## config.mk

```make
export PLATFORM = sky130hd
export DESIGN_NAME = paula_audio_i2s_tx_flat
export DESIGN_NICKNAME = d
export VERILOG_FILES = /design/src/rtl/paula_audio_pkg.sv /design/src/rtl/paula_audio_i2s_tx_if.sv /design/src/rtl/paula_audio_bclk_gen.sv /design/src/rtl/paula_audio_i2s_tx.sv /design/src/flat_wrapper.sv
export SDC_FILE = /design/constraint.sdc
export NUM_CORES = 1
export LEC_CHECK = 0
export ABC_CLOCK_PERIOD_IN_PS = 5100
export BUFFER_PORTS_ARGS = -buffer_cell sky130_fd_sc_hd__buf_4
export CORE_MARGIN = 3
export CORE_UTILIZATION = 55
export CTS_CLUSTER_DIAMETER = 200
export CTS_CLUSTER_SIZE = 25
export DETAILED_ROUTE_END_ITERATION = 10
export PLACE_DENSITY_LB_ADDON = 0.08
export SYNTH_ARGS = -nofsm -noshare
export SYNTH_HDL_FRONTEND = slang
export SYNTH_HIERARCHICAL = 1
export SYNTH_SLANG_ARGS = --single-unit
export TNS_END_PERCENT = 50
```

## constraint.sdc

```tcl
create_clock -name clk -period 5.1 [get_ports clk]
set_input_delay 0.51 -clock clk [delete_from_list [all_inputs] [get_ports clk]]
set_output_delay 0.51 -clock clk [all_outputs]
set_load 0.05 [all_outputs]
```

## src/rtl/paula_audio_pkg.sv

```systemverilog
// Shared Paula audio definitions: mixer sample width, I2S slot/frame geometry
// and the slot-widening helper used when a stereo frame is captured.
package paula_audio_pkg;

  localparam int SAMPLE_W   = 15;
  localparam int SLOT_W     = 16;
  localparam int FRAME_BITS = 32;
  localparam int BIT_W      = $clog2(FRAME_BITS);

  localparam logic [BIT_W-1:0] BIT_LAST = 5'd31;

  typedef logic [SAMPLE_W-1:0]   sample_t;
  typedef logic [SLOT_W-1:0]     slot_t;
  typedef logic [FRAME_BITS-1:0] frame_t;

  typedef enum logic {
    CH_LEFT  = 1'b0,
    CH_RIGHT = 1'b1
  } chan_e;

  // Left-justify a mixer word into its slot; a muted capture yields silence.
  function automatic slot_t widen(input sample_t s, input logic en);
    slot_t r;
    if (en) begin
      r = {s, 1'b0};
    end else begin
      r = {SLOT_W{1'b0}};
    end
    return r;
  endfunction

endpackage

```

## src/rtl/paula_audio_i2s_tx_if.sv

```systemverilog
// Mixer-side sample handshake plus the I2S pins of the Paula audio transmitter.
interface paula_audio_i2s_tx_if;
  import paula_audio_pkg::*;

  logic    en;
  sample_t ldatasum;
  sample_t rdatasum;
  logic    sample_req;
  logic    bclk;
  logic    lrck;
  logic    sdata;

  modport master (
    output en, ldatasum, rdatasum,
    input  sample_req, bclk, lrck, sdata
  );

  modport slave (
    input  en, ldatasum, rdatasum,
    output sample_req, bclk, lrck, sdata
  );

endinterface

```

## src/rtl/paula_audio_bclk_gen.sv

```systemverilog
// I2S bit-clock divider: toggles bclk every CLK_DIV clk and flags the clk
// whose closing edge takes bclk from 1 to 0.
module paula_audio_bclk_gen #(
  parameter int unsigned CLK_DIV = 9
) (
  input  logic clk,
  input  logic reset,
  output logic bclk,
  output logic fall
);

  localparam logic [7:0] DIV_LAST = 8'(CLK_DIV - 1);

  logic [7:0] div_cnt_r;
  logic       bclk_r;
  logic       terminal_s;

  // Terminal-count decode and falling-edge strobe (suppressed under reset)
  always_comb begin
    terminal_s = (div_cnt_r == DIV_LAST);
    fall       = terminal_s & bclk_r & ~reset;
    bclk       = bclk_r;
  end

  // Divider counter and bit-clock register
  always_ff @(posedge clk) begin
    if (reset) begin
      div_cnt_r <= 8'd0;
      bclk_r    <= 1'b0;
    end else if (terminal_s) begin
      div_cnt_r <= 8'd0;
      bclk_r    <= ~bclk_r;
    end else begin
      div_cnt_r <= div_cnt_r + 8'd1;
    end
  end

endmodule

```

## src/rtl/paula_audio_i2s_tx.sv

```systemverilog
// Paula audio I2S transmitter: captures one stereo mixer sample per 32-bit
// frame and serializes it MSB first with the standard one-bit I2S offset.
module paula_audio_i2s_tx
  import paula_audio_pkg::*;
#(
  parameter int unsigned CLK_DIV = 9
) (
  input logic               clk,
  input logic               reset,
  paula_audio_i2s_tx_if.slave bus
);

  logic             fall_s;
  logic             bclk_s;
  logic             capture_s;
  logic [BIT_W-1:0] next_bit_s;
  frame_t           next_shreg_s;

  logic [BIT_W-1:0] bit_cnt_r;
  logic             lrck_r;
  logic             sdata_r;
  frame_t           shreg_r;

  paula_audio_bclk_gen #(
    .CLK_DIV (CLK_DIV)
  ) u_bclk_gen (
    .clk   (clk),
    .reset (reset),
    .bclk  (bclk_s),
    .fall  (fall_s)
  );

  // Falling-edge next state: load a fresh frame entering bit 0, else shift
  always_comb begin
    next_bit_s   = bit_cnt_r + 5'd1;
    capture_s    = 1'b0;
    next_shreg_s = {FRAME_BITS{1'b0}};
    if (fall_s && (bit_cnt_r == BIT_LAST)) begin
      capture_s    = 1'b1;
      next_shreg_s = {widen(bus.ldatasum, bus.en), widen(bus.rdatasum, bus.en)};
    end else begin
      next_shreg_s = {shreg_r[FRAME_BITS-2:0], 1'b0};
    end
  end

  // Frame state; everything moves only on bclk falling edges
  always_ff @(posedge clk) begin
    if (reset) begin
      bit_cnt_r <= BIT_LAST;
      lrck_r    <= CH_RIGHT;
      sdata_r   <= 1'b0;
      shreg_r   <= {FRAME_BITS{1'b0}};
    end else if (fall_s) begin
      bit_cnt_r <= next_bit_s;
      lrck_r    <= next_bit_s[BIT_W-1];
      // The old MSB goes out now, giving the one-bclk delay behind lrck.
      sdata_r   <= shreg_r[FRAME_BITS-1];
      shreg_r   <= next_shreg_s;
    end else begin
      bit_cnt_r <= bit_cnt_r;
      lrck_r    <= lrck_r;
      sdata_r   <= sdata_r;
      shreg_r   <= shreg_r;
    end
  end

  // Drive the I2S pins and the capture request onto the bus
  always_comb begin
    bus.bclk       = bclk_s;
    bus.lrck       = lrck_r;
    bus.sdata      = sdata_r;
    bus.sample_req = capture_s;
  end

endmodule
```

## src/flat_wrapper.sv

```systemverilog
// flat-port wrapper written by rule: the top's interface ports become plain ports
module paula_audio_i2s_tx_flat import paula_audio_pkg::*;
#(
  parameter int unsigned CLK_DIV = 9
)
  (clk, reset, bus_en, bus_ldatasum, bus_rdatasum, bus_sample_req, bus_bclk, bus_lrck, bus_sdata);
  paula_audio_i2s_tx_if bus_i ();
  input logic clk;
  input logic reset;
  input wire logic [$bits(bus_i.en)-1:0] bus_en;
  input wire logic [$bits(bus_i.ldatasum)-1:0] bus_ldatasum;
  input wire logic [$bits(bus_i.rdatasum)-1:0] bus_rdatasum;
  output wire logic [$bits(bus_i.sample_req)-1:0] bus_sample_req;
  output wire logic [$bits(bus_i.bclk)-1:0] bus_bclk;
  output wire logic [$bits(bus_i.lrck)-1:0] bus_lrck;
  output wire logic [$bits(bus_i.sdata)-1:0] bus_sdata;
  assign bus_i.en = bus_en;
  assign bus_i.ldatasum = bus_ldatasum;
  assign bus_i.rdatasum = bus_rdatasum;
  assign bus_sample_req = bus_i.sample_req;
  assign bus_bclk = bus_i.bclk;
  assign bus_lrck = bus_i.lrck;
  assign bus_sdata = bus_i.sdata;
  paula_audio_i2s_tx #(.CLK_DIV(CLK_DIV)) u_core (.clk(clk), .reset(reset), .bus(bus_i));
endmodule
```

# Yosys cells after proc, flatten, opt, wreduce, memory -nomap -nowiden
# Cells that the tools add are included.
[totals] ram_bits=0 rom_bits=0 latchBits=0 inputBits=33 output_inout_bits=4 regBits=48 n_memories=0 elab_cells=20
[op_classes] n_reduce_logical=2 shifts=0 n_addsub=2 mux=4 eq_ne=2 n_bitwise=4 order_cmp=0 n_div=0 mul=0
[op_table] operator="$mux W16" n=2
[op_table] operator="$mux W32" n=1
[op_table] operator="$add A8 B1 Y8 const B" n=1
[op_table] operator="$eq A8 B4 Y1 const B" n=1
[op_table] operator="$add A5 B1 Y5 const B" n=1
[op_table] operator="$eq A5 B5 Y1 const B" n=1
[op_table] operator="$and A1 B1 Y1" n=2
[op_table] operator="$not A1 Y1" n=2
[op_table] operator="$reduce_or A2 Y1" n=1
[op_table] operator="$logic_and A1 B1 Y1" n=1
[op_table] operator="$mux W1" n=1

# Logic depth before layout (Yosys ltp)
[logic_depth] word_depth=5 depth_mapped=8 mapped_depth_nobuf=6

# Modules after synthesis
# The synthesis kept the hierarchy.
[modules_own_cells] mod="paula_audio_i2s_tx" area_each_um2=1855.5 seq_area_each_um2=740.7 cells_each=200 n_inst=1
[modules_own_cells] mod="paula_audio_bclk_gen" area_each_um2=404.1 seq_area_each_um2=180.2 cells_each=45 n_inst=1

# Least setup slack after synthesis
# No wires, ideal clock.
[synth_path] path_type="reg-to-output" startpoint="register u_core.u_bclk_gen.div_cnt_r[0]" endpoint="output bus_sample_req" path_stages_with_launch=9 required_ps=4590 path_buffers=3 path_slack_ps=2698 arrival_ps=1892 path_cell_list="dfxtp_1 > inv_1 > ha_1 > nand4bb_1 > nor4b_1 > buf_4 > buf_4 > buf_6 > and2_1"
[synth_via] elab_chain_cells=5
[synth_lines] element="from (decl)" line="paula_audio_bclk_gen.sv:14" text="logic [7:0] div_cnt_r;"
[synth_lines] element="from (signal assigned)" line="paula_audio_bclk_gen.sv:34" text="div_cnt_r <= div_cnt_r + 8'd1;"
[synth_lines] element="$eq A8 B4 Y1" line="paula_audio_bclk_gen.sv:20" text="terminal_s = (div_cnt_r == DIV_LAST);"
[synth_lines] element="$and A1 B1 Y1 (2 in series)" line="paula_audio_bclk_gen.sv:21" text="fall = terminal_s & bclk_r & ~reset;"
[synth_lines] element="via u_core.fall_s" line="paula_audio_i2s_tx.sv:13" text="logic fall_s;"
[synth_lines] element="$logic_and A1 B1 Y1" line="paula_audio_i2s_tx.sv:38" text="if (fall_s && (bit_cnt_r == BIT_LAST)) begin"
[synth_lines] element="$mux W1" line="paula_audio_i2s_tx.sv:38"
[synth_lines] element="to (decl)" line="flat_wrapper.sv:13" text="output wire logic [$bits(bus_i.sample_req)-1:0] bus_sample_req;"
# The timed path passes the listed nets, and every way through them passes these cells.

# Final worst setup path
# Ends and elaborated chain as after synthesis.

==> flow_summary.yaml <==
worst_setup_path:
  rr_worst_depth: 6
  r2r_slack_ps: 2830
  cp_max_fo: 72
  crit_start: "u_core/u_bclk_gen/div_cnt_r[0]"
  cp.required_ps: 4590
  start_kind: "flip-flop"
  r2r-end: "u_core/shreg_r[31]"
  arrival_ps: 2380
  critPathKind: "flip-flop to output port"
  regToRegStartpoint: "u_core/bit_cnt_r[0]"
  endpoint_kind: "output port"
power:
  peakVddDrop_mv: 0.221
  power.density_nw_per_um2: 263
  clockPowerShare_pct: 39.8
  intPower_mw: 0.530
  switching_share_pct: 21.7
  p_leak_nw: 0.903
  seqPwrFrac_pct: 53.8
  power_switching_mw: 0.147
  pwr-share-comb_pct: 6.4
timing:
  fin_crit_ps: 2890
  hold_viol: 0
  fin_skew_ps: 10.2
  rsz0062_at_grt: "false"
  maxSlewHeadroom_pct: 53.3
  worstMarginPinSlew_ps: 701
  setup_viol: 0
  tns_ps: 0
  finalCritPeriodShare_pct: 56.8
  slew_viol_final: 0
  fmax_mhz: 345
floorplanning:
  start_util_pct: 59.5
  core_sq_um: 3800
  die_area_sq_um: 4910
  num_rows: 22
  die_w_microns: 70.1
  io_pins: 37
  die_y_microns: 70.1
cells_and_area:
  multi_input_comb_area_sq_um: 1180
  syn_to_final_growth_pct: 13.8
  antenna_cells: 0
  drive_gt1_share_pct: 23.8
  fillerInstances: 323
  ff_latch_area_sq_um: 921
  fin_nets: 305
  final_cell_area_sq_um: 2570
place:
  place_area_sq_um: 2460
  finalWeightedCongestion: 0.845
  hpwl_mm: 2.61
  io_buffers: 36
synth:
  ys.flop_type: "dfxtp_1"
  synthMostInstantiatedCell: "dfxtp_1"
  synth_edf_count: 0
  synth_area_leaders: "dfxtp_1 41%, a311oi_1 7.8%, nand2b_1 7.5%, nand3_1 7.3%, a311oi_2 6.0%"
  syn_nets: 282
  yosysTopAreaCell: "dfxtp_1"
  ys_seq_area_share_pct: 40.8
  synth-async-reset-ratio_pct: 0
  synth_cells: 245
  synth_commonest_cells: "46 x dfxtp_1, 36 x nor2_1, 33 x nand3_1, 27 x nand2b_1, 20 x a311oi_1"
  yosysTopAreaCellShare_pct: 40.8
  yosys_register_bits: 46
  yosys_warnings: 6
  synth_cell_type_count: 32
  syn_area_per_cell_sq_um: 9.22
  netlist_area_sq_um: 2260
routing:
  drcViolationCount: 0
  routed_wl_mm: 4.06
  vias: 1752
  ant_nets: 0
  vias_per_cell: 5.53
  wl_per_cell_microns: 12.8
  dr.pass1.iters: 4
  drt_iter0_drc: 106
global_routing:
  grt_pass1_vias: 1630
  grt_start_max_net_pins: 73
  overflow: 0
  grt_pass1_wl_mm: 7.16
  antenna_found_initial: 0
  grt_usage_pct: 17.0
status:
  outcome: "finished, final reports clean"
clock_tree:
  htree_levels: 2
  clock-sinks: 46
  clk_pin_slew_worst_paths_ps: 90
  cts_setup_buffers: 0
  worst_skew_pair.late_latency_ps: 290
  postCtsHoldBufs: 0
  post_cts_resized: 0
  cts_tree: "done"
  cts_buffers: 5
  cts.path.max_buffers: 2
  root_buffer: "clkbuf_8"
worst_hold_path:
  worstHoldStart: "u_core/shreg_r[1]"
  holdPathStages: 2
  min_to: "u_core/shreg_r[1]"
  hp-class: "flip-flop to flip-flop"
job:
  maxCapViolCount: 0
==> routing by layer <==
layer	track usage [%]	share of wire (%)	vias up
met5	0	0	-
met2	26.9	45	29
met1	23.9	50	803
li1	-	-	918
met3	3.88	4.3	2
met4	3.40	0.42	0
==> area by class of cell <==
cell class              instances  share of cell area [%]
inverters                       4                   0.584
clock buffers                   5                    2.68
flip-flops and latches         46                    35.8
clock inverters                 3                    1.75
repair buffers                 38                    11.1
well taps                      48                    2.34
multi-input cells             173                    45.7
==> stage by stage <==
step | hold WS (ps) | total power [mW] | util, % | cells | worst slack, ps
6_report | 480 | 0.676 | 67.7 | 317 | 2210
5_1_grt | 491 | 0.701 | 67.7 | 317 | 1950
4_1_cts | 478 | 0.683 | 67.7 | 317 | 2200
3_5_place_dp | 462 | 0.416 | 64.7 | 309 | 2480
3_3_place_gp | 459 | 0.415 | 64.7 | 309 | 2490
2_1_floorplan | 446 | 0.393 | - | 245 | 2700
==> worst max-delay path: stages (launching register included) <==
cell,delay [ps]
dfxtp_1,370
inv_1,80
ha_1,140
nand4bb_1,200
nor4b_2,290
buf_4,600
and2_1,220
buf_4,190
==> cell usage in the layout, fill, tap and decap left out, drive strengths merged, types with 2 or more instances in the layout <==
master and n:
a211o 2, a21oi 7, a311oi 29, and3 2
buf 38, clkbuf 5, clkinvlp 2, dfxtp 46
ha 4, inv 4, mux2i 2, nand2b 32
nand3 33, nand4 3, nor2 36, nor2b 3
o21ai 4, o21bai 2, or3 5, xnor2 2
xor2 2
==> power by group through the flow <==
stage	Clock [mW]	Sequential, mW	Combinational [mW]
after floorplan	0	0.372	0.0214
after global placement	0	0.372	0.0436
after detailed placement	0	0.372	0.0440
after CTS	0.276	0.364	0.0440
after global routing	0.288	0.364	0.0491
final	0.269	0.364	0.0432
==> state kept, by name, indices dropped and copies added, names as in the netlist <==
name / cells
u_core/shreg_r: 31
u_core/u_bclk_gen/bclk: 1
u_core/u_bclk_gen/div_cnt_r: 8
u_core/bit_cnt_r: 5
u_core/bus.sdata: 1
==> logic make-up after synthesis <==
logic type	Yosys count	share of synthesized area, %
AO/OA/AOI/OAI	44	17.8
XOR/XNOR	4	1.55
adder cells (fa/ha/maj)	4	2.21
buffers and inverters	26	7.47
flip-flops	46	40.8
multiplexers	2	0.886
AND/OR/NAND/NOR	119	29.3
==> worst max-delay path by stage <==
stage                     end  depth (start not counted)
6_report       bus_sample_req                          7
3_3_place_gp   bus_sample_req                          5
3_5_place_dp   bus_sample_req                          5
5_1_grt        bus_sample_req                          7
4_1_cts        bus_sample_req                          7
2_1_floorplan  bus_sample_req                          8
Power figures use the tool's default switching activity.
